$ cat src/rtl/vz_pkg.sv
// Shared types and constants for the VZ image loader.
// Holds the parser state enum, header constants and the RAM write bundle.
package vz_pkg;

    typedef enum logic [2:0] {
        ST_IDLE,
        ST_HDR,
        ST_DATA,
        ST_DRAIN,
        ST_PTR_LO,
        ST_PTR_HI,
        ST_EXEC,
        ST_ERR
    } vz_state_t;

    localparam int         VZ_HDR_LEN    = 24;
    localparam logic [7:0] VZ_TYPE_BASIC = 8'hF0;
    localparam logic [7:0] VZ_TYPE_MCODE = 8'hF1;

    localparam logic [7:0] VZ_MAGIC_0    = 8'h56; // 'V'
    localparam logic [7:0] VZ_MAGIC_1    = 8'h5A; // 'Z'
    localparam logic [7:0] VZ_MAGIC_2    = 8'h46; // 'F'
    localparam logic [7:0] VZ_MAGIC_3A   = 8'h30; // '0'
    localparam logic [7:0] VZ_MAGIC_3B   = 8'h4F; // 'O'

    // One pending RAM write: target address plus data byte.
    typedef struct packed {
        logic [15:0] addr;
        logic [7:0]  data;
    } vz_wr_t;

    // Header byte validity: magic at 0..3, type at 21, all others free.
    function automatic logic vz_hdr_byte_ok(
        input logic [4:0] pos,
        input logic [7:0] b
    );
        logic ok;
        ok = 1'b1;
        case (pos)
            5'd0:    ok = (b == VZ_MAGIC_0);
            5'd1:    ok = (b == VZ_MAGIC_1);
            5'd2:    ok = (b == VZ_MAGIC_2);
            5'd3:    ok = (b == VZ_MAGIC_3A) || (b == VZ_MAGIC_3B);
            5'd21:   ok = (b == VZ_TYPE_BASIC) || (b == VZ_TYPE_MCODE);
            default: ok = 1'b1;
        endcase
        return ok;
    endfunction

endpackage

$ cat src/rtl/vz_byte_fifo.sv
// Small payload FIFO holding {addr,data} RAM writes for the VZ loader.
// Ports: clk_sys, reset (sync, high), push/push_data, pop, head, count, full, empty.
module vz_byte_fifo
    import vz_pkg::*;
#(
    parameter int DEPTH = 4
) (
    input  logic                     clk_sys,
    input  logic                     reset,
    input  logic                     push,
    input  vz_wr_t                   push_data,
    input  logic                     pop,
    output vz_wr_t                   head,
    output logic [$clog2(DEPTH):0]   count,
    output logic                     full,
    output logic                     empty
);

    localparam int AW = $clog2(DEPTH);
    localparam int CW = AW + 1;

    vz_wr_t          mem [DEPTH];
    logic [AW-1:0]   wp;
    logic [AW-1:0]   rp;
    logic            do_push;
    logic            do_pop;

    assign empty   = (count == '0);
    assign full    = (count == CW'(DEPTH));
    assign do_pop  = pop && !empty;
    // A push into a full FIFO is still taken when a pop frees a slot.
    assign do_push = push && (!full || do_pop);
    assign head    = mem[rp];

    always_ff @(posedge clk_sys) begin
        if (do_push) begin
            mem[wp] <= push_data;
        end
    end

    always_ff @(posedge clk_sys) begin
        if (reset) begin
            wp    <= '0;
            rp    <= '0;
            count <= '0;
        end else begin
            if (do_push) begin
                wp <= wp + 1'b1;
            end
            if (do_pop) begin
                rp <= rp + 1'b1;
            end
            case ({do_push, do_pop})
                2'b10:   count <= count + 1'b1;
                2'b01:   count <= count - 1'b1;
                default: count <= count;
            endcase
        end
    end

endmodule

$ cat src/rtl/vz_image_loader.sv
// VZ image loader: parses the hps_io .VZ byte stream and writes it into RAM.
// Ports: ioctl_* in (wait out), mem_req/addr/data/ack, busy, exec_req/addr, load_err.
module vz_image_loader
    import vz_pkg::*;
#(
    parameter logic [7:0]  VZ_INDEX      = 8'd1,
    parameter int          FIFO_DEPTH    = 4,
    parameter logic [15:0] BASIC_END_PTR = 16'h78F9
) (
    input  logic        clk_sys,
    input  logic        reset,
    input  logic        ioctl_download,
    input  logic [7:0]  ioctl_index,
    input  logic        ioctl_wr,
    input  logic [15:0] ioctl_addr,
    input  logic [7:0]  ioctl_dout,
    output logic        ioctl_wait,
    output logic        mem_req,
    output logic [15:0] mem_addr,
    output logic [7:0]  mem_data,
    input  logic        mem_ack,
    output logic        busy,
    output logic        exec_req,
    output logic [15:0] exec_addr,
    output logic        load_err
);

    localparam int            CW       = $clog2(FIFO_DEPTH) + 1;
    localparam logic [CW-1:0] WAIT_LVL = CW'(FIFO_DEPTH - 1);
    localparam logic [15:0]   HDR_LEN  = 16'(VZ_HDR_LEN);

    vz_state_t     state;
    vz_state_t     state_nx;

    logic          active;
    logic          active_q;
    logic          rise;
    logic          start_pend;
    logic          start_go;
    logic          wr_in;
    logic          hdr_ok;
    logic          fifo_phase;

    logic [15:0]   cnt;
    logic [15:0]   start_addr;
    logic [15:0]   end_ptr;
    logic          is_mcode;
    logic          err_q;

    logic          req_q;
    logic [15:0]   addr_q;
    logic [7:0]    data_q;

    logic          f_push;
    logic          f_pop;
    vz_wr_t        f_in;
    vz_wr_t        f_head;
    logic [CW-1:0] f_count;
    logic          f_full;
    logic          f_empty;
    logic          overflow;

    assign active     = ioctl_download && (ioctl_index == VZ_INDEX);
    assign rise       = active && !active_q;
    assign wr_in      = ioctl_wr && active;
    assign hdr_ok     = vz_hdr_byte_ok(cnt[4:0], ioctl_dout);
    assign start_go   = (state == ST_IDLE) && active
                        && (rise || start_pend);
    assign fifo_phase = (state == ST_DATA) || (state == ST_DRAIN);
    assign end_ptr    = start_addr + cnt - HDR_LEN;

    assign f_push     = wr_in && (state == ST_DATA);
    assign f_pop      = mem_ack && req_q && fifo_phase;
    assign f_in       = '{addr: start_addr + cnt - HDR_LEN,
                          data: ioctl_dout};
    assign overflow   = f_push && f_full && !f_pop;

    vz_byte_fifo #(
        .DEPTH (FIFO_DEPTH)
    ) u_fifo (
        .clk_sys   (clk_sys),
        .reset     (reset),
        .push      (f_push),
        .push_data (f_in),
        .pop       (f_pop),
        .head      (f_head),
        .count     (f_count),
        .full      (f_full),
        .empty     (f_empty)
    );

    always_comb begin
        state_nx   = state;
        ioctl_wait = 1'b0;

        unique case (state)
            ST_IDLE: begin
                if (start_go) state_nx = ST_HDR;
            end
            ST_HDR: begin
                if (!active) begin
                    state_nx = ST_IDLE;
                end else if (wr_in) begin
                    if (!hdr_ok)
                        state_nx = ST_ERR;
                    else if (cnt == HDR_LEN - 16'd1)
                        state_nx = ST_DATA;
                end
            end
            ST_DATA: begin
                if (!active) state_nx = ST_DRAIN;
            end
            ST_DRAIN: begin
                if (f_empty && !req_q)
                    state_nx = is_mcode ? ST_EXEC : ST_PTR_LO;
            end
            ST_PTR_LO: begin
                if (mem_ack && req_q) state_nx = ST_PTR_HI;
            end
            ST_PTR_HI: begin
                if (mem_ack && req_q) state_nx = ST_IDLE;
            end
            ST_EXEC: begin
                state_nx = ST_IDLE;
            end
            ST_ERR: begin
                if (!active) state_nx = ST_IDLE;
            end
            default: state_nx = ST_IDLE;
        endcase

        // Wait trips one entry early so a strobe already in flight
        // from hps_io still finds a free slot.
        if (active) begin
            unique case (1'b1)
                (state == ST_IDLE):
                    ioctl_wait = start_pend;
                (state == ST_DATA):
                    ioctl_wait = (f_count >= WAIT_LVL);
                (state == ST_DRAIN) || (state == ST_PTR_LO) ||
                (state == ST_PTR_HI) || (state == ST_EXEC):
                    ioctl_wait = 1'b1;
                default:
                    ioctl_wait = 1'b0;
            endcase
        end
    end

    // active_q tracks the raw level even through reset, so a reset
    // issued mid-download is not mistaken for a fresh start.
    always_ff @(posedge clk_sys) begin
        active_q <= active;
    end

    always_ff @(posedge clk_sys) begin
        if (reset) begin
            state      <= ST_IDLE;
            start_pend <= 1'b0;
            cnt        <= '0;
            start_addr <= '0;
            is_mcode   <= 1'b0;
            err_q      <= 1'b0;
            req_q      <= 1'b0;
            addr_q     <= '0;
            data_q     <= '0;
        end else begin
            state <= state_nx;

            if ((state == ST_IDLE) || !active)
                start_pend <= 1'b0;
            else if (rise)
                start_pend <= 1'b1;

            if (start_go)
                cnt <= '0;
            else if (wr_in && ((state == ST_HDR) || (state == ST_DATA)))
                cnt <= cnt + 16'd1;

            if ((state == ST_HDR) && wr_in) begin
                if (cnt == 16'd21)
                    is_mcode <= (ioctl_dout == VZ_TYPE_MCODE);
                if (cnt == 16'd22)
                    start_addr[7:0] <= ioctl_dout;
                if (cnt == 16'd23)
                    start_addr[15:8] <= ioctl_dout;
            end

            if (start_go)
                err_q <= 1'b0;
            else if (((state == ST_HDR) && (!active || (wr_in && !hdr_ok)))
                     || overflow)
                err_q <= 1'b1;

            // Request register: a write is held until acked, then
            // drops for one cycle before the next one is loaded.
            if (req_q) begin
                if (mem_ack) req_q <= 1'b0;
            end else if (fifo_phase && !f_empty) begin
                req_q  <= 1'b1;
                addr_q <= f_head.addr;
                data_q <= f_head.data;
            end else if (state == ST_PTR_LO) begin
                req_q  <= 1'b1;
                addr_q <= BASIC_END_PTR;
                data_q <= end_ptr[7:0];
            end else if (state == ST_PTR_HI) begin
                req_q  <= 1'b1;
                addr_q <= BASIC_END_PTR + 16'd1;
                data_q <= end_ptr[15:8];
            end

            // hps_io offset must track the internal byte position.
            if (wr_in && ((state == ST_HDR) || (state == ST_DATA)))
                assert (ioctl_addr == cnt);
        end
    end

    assign mem_req   = req_q;
    assign mem_addr  = addr_q;
    assign mem_data  = data_q;
    assign busy      = (state != ST_IDLE);
    assign exec_req  = (state == ST_EXEC);
    assign exec_addr = exec_req ? start_addr : 16'h0000;
    assign load_err  = err_q;

endmodule

$ cat config.mk
export PLATFORM = sky130hd
export DESIGN_NAME = vz_image_loader
export DESIGN_NICKNAME = d
export VERILOG_FILES = /design/src/rtl/vz_pkg.sv /design/src/rtl/vz_byte_fifo.sv /design/src/rtl/vz_image_loader.sv
export SDC_FILE = /design/constraint.sdc
export NUM_CORES = 1
export LEC_CHECK = 0
export CAP_MARGIN = 30
export CORE_MARGIN = 2
export CORE_UTILIZATION = 34
export CTS_CLUSTER_SIZE = 24
export DETAILED_ROUTE_END_ITERATION = 10
export HOLD_SLACK_MARGIN = 0.15
export PLACE_DENSITY = 0.55
export SKIP_CTS_REPAIR_TIMING = 1
export SLEW_MARGIN = 20
export SYNTH_ARGS = -nofsm -noshare
export SYNTH_HDL_FRONTEND = slang
export SYNTH_SLANG_ARGS = --single-unit
export TNS_END_PERCENT = 50
$ cat constraint.sdc
create_clock -name clk_sys -period 8.5 [get_ports clk_sys]
set_input_delay 2.55 -clock clk_sys [delete_from_list [all_inputs] [get_ports clk_sys]]
set_output_delay 2.55 -clock clk_sys [all_outputs]
set_load 0.02 [all_outputs]
==> impl_metrics.json <==
{
  "period_minus_slack_ns": 6.90,
  "cpMaxStageDelayCell": "clkdlybuf4s50_1",
  "cts_tree": "yes",
  "cp_common_cell": "clkdlybuf4s50_1",
  "synth.area.top_cells": "edfxtp_1, dfxtp_1, mux4_2",
  "post-route-period-util": 0.811,
  "path_cells": "clkdlybuf4s50_1 -> nor3b_1 -> nand4b_4 -> nor2_1 -> clkdlybuf4s50_1",
  "max_stage_delay_ns": 0.61,
  "cpLargestDelayFamily": "buffers and inverters",
  "yosysMostFrequentCell": "edfxtp_1",
  "wirelength_um": 19900,
  "status": "completed",
  "fin_util": 0.413,
  "r2r_setup_slack_ns": 4.97,
  "setup_ws_ns": 1.60,
  "area_growth_pct": 19.5,
  "maxCapViolCount": 0,
  "hp-class": "flip-flop to flip-flop",
  "io_buffers": 65,
  "rows": 56,
  "p_sw_mw": 0.473,
  "p_int_mw": 1.33,
  "synth_area_leader_cell": "edfxtp_1",
  "dr.pass1.iters": 5,
  "cp-start-kind": "primary input",
  "final-hold-violation-count": 0,
  "die_h_um": 158,
  "drv_slew": 0,
  "finalSetupViolations": 0,
  "core-area_um2": 23500,
  "p_per_area_nw_per_um2": 186,
  "setup_tns_ns": 0,
  "syn_inst": 706,
  "antenna_found_initial": 0,
  "crit_cells": 5,
  "yosysTopAreaCellShare": 0.355,
  "ir_worst_vdd_mv": 0.104,
  "overflow": 0,
  "critPathLaunch": "ioctl_index[0]",
  "final_antenna_net_count": 0,
  "cp.arrival_ns": 4.35,
  "slew_headroom": 0.503,
  "power_frac_seq": 0.492,
  "synth_ff_type": "edfxtp_1",
  "ys_seq_area_frac": 0.535,
  "clkLatencyLatePin_ns": 0.43,
  "grt_start_max_net_pins": 45,
  "drc": 0,
  "reg2regPathDepth": 10,
  "syn_nets": 782,
  "drive_above_1_share": 0.116,
  "wl_per_cell_um": 18.1,
  "ys_seq_elements": 169,
  "antennaDiodeCount": 0,
  "worst-setup-path-type": "primary input to output port",
  "r2r_end": "mem_data[1]",
  "crit_required_ns": 5.95,
  "synth-edff-count": 96,
  "numCtsBuffers": 17,
  "pwr-share-clk": 0.408,
  "synth_common_cells": "edfxtp_1, dfxtp_1, nand2_1",
  "final_cells": 1103,
  "die_width_um": 158,
  "root_buffer": "clkbuf_16",
  "synthArstFlopShare": 0,
  "routabilityCongestion": 0.826,
  "synth_area_um2": 8110,
  "endpoint_kind": "output port",
  "worst_pin_slew_ns": 0.727,
  "start_util": 0.346,
  "track_usage": 0.170,
  "dieArea_um2": 25100,
  "crit_end": "ioctl_wait",
  "crit_path_max_fanout": 9,
  "leakage_nw": 3.37,
  "yosysWarnings": 0,
  "cts_max_path_buffers": 2,
  "avgSynthCellArea_um2": 11.5,
  "r2r_start": "cnt[1]",
  "place_hpwl_um": 13900,
  "htree_num_levels": 4,
  "fin_skew_ns": 0.0132,
  "drtIter0Drc": 446,
  "rsz0062_at_grt": "false",
  "place_ws_ns": 1.58,
  "nets": 847,
  "share_comb_of_total_power": 0.100,
  "yosysUniqueCellTypes": 67,
  "grt_pass1_vias": 5683,
  "vias": 5601,
  "clock-sinks": 169,
  "via_per_inst": 5.08,
  "fmax_ghz": 0.145,
  "clkTransAtPathRegs_ns": 0.07,
  "swShare": 0.262,
  "grt_pass1_wl_um": 31900,
  "critPathBufInv": 2,
  "io_pins": 82,
  "dp_cells": 1070
}
state kept, by name, summed over array words and instances (netlist names), named ones only:
name	flops
u_fifo.rp	2
mem_req	1
u_fifo.wp	2
start_pend	1
u_fifo.count	3
mem_addr	16
mem_data	8
state	3
u_fifo.mem	96
active_q	1
cnt	16
is_mcode	1
load_err	1
start_addr	16
final cells by class:
class | count | area (µm²)
fillers | 2265 | 13800
flip-flops and latches | 169 | 4350
multi-input cells | 451 | 3430
repair buffers | 76 | 748
clock buffers | 18 | 429
well taps | 319 | 399
inverters | 56 | 211
clock inverters | 14 | 133
cell usage in the layout, fill, tap and decap left out, drive strengths merged, types with 4 or more instances in the layout:
master	netlist	final
nand2	69	69
mux2i	5	5
a21oi	38	38
nand4	11	11
clkbuf	17	18
nor3	28	28
clkdlybuf4s50	0	64
nand3	5	5
a21o	4	4
and2	13	13
or3	5	5
nor2b	4	4
dfxtp	73	73
nor2	60	60
nand2b	5	5
and3	6	6
edfxtp	96	96
xor2	10	10
xnor2	28	28
buf	13	12
a22oi	5	5
and4	5	5
nor4b	4	4
o221a	9	9
nor4	8	8
o21a	5	5
mux4	24	24
ha	37	37
o21ai	16	16
clkinv	1	7
inv	55	63
o21bai	4	4
a211oi	8	8
through the flow:
stage	instance area, µm²	total power, mW	hold WS, ns
finish	9700	1.80	0.453
global route	9700	1.87	0.467
global placement	9110	1.08	0.438
detailed placement	9110	1.09	0.445
CTS	9670	1.82	0.454
floorplan	8110	1.02	0.432
worst min path at each step:
| stage | start | to | cells after the start |
|---|---|---|---|
| 3_3_place_gp | start_addr[3] | start_addr[3] | 2 |
| 4_1_cts | start_addr[10] | start_addr[10] | 2 |
| 2_1_floorplan | start_addr[10] | start_addr[10] | 2 |
| 6_report | start_addr[3] | start_addr[3] | 2 |
| 5_1_grt | start_addr[13] | start_addr[13] | 2 |
| 3_5_place_dp | start_addr[10] | start_addr[10] | 2 |
tightest hold or removal path, stage by stage, from the launching register on:
cell and delay, ns:
dfxtp_1 0.31, nand2_1 0.05, a21oi_1 0.05
cells by family (layout without fill, tap and decap cells):
group / after synthesis / after routing / synth area share
AOI/OAI and AO/OA: 117 / 117 / 0.103
xor gates and xnor gates: 38 / 38 / 0.0410
adders and majority gates: 39 / 39 / 0.0620
buffers and inverters: 86 / 164 / 0.0415
DFF: 169 / 169 / 0.535
muxes: 29 / 29 / 0.0728
and+or+nand+nor: 228 / 228 / 0.144
layer usage:
metal / wire (µm) / share of wire / global-route usage
met2: 9460 / 0.47 / 0.280
met1: 9570 / 0.48 / 0.232
met5: 0 / 0 / 0
met4: 153 / 0.0077 / 0.0369
met3: 770 / 0.039 / 0.0338
power by group through the flow:
| stage | Clock, mW | Combinational, mW | Sequential, mW |
|---|---|---|---|
| after floorplan | 0 | 0.110 | 0.906 |
| after global placement | 0 | 0.179 | 0.905 |
| after detailed placement | 0 | 0.181 | 0.905 |
| after CTS | 0.755 | 0.181 | 0.886 |
| after global routing | 0.788 | 0.197 | 0.888 |
| final | 0.736 | 0.180 | 0.886 |
Power figures use the tool's default switching activity.
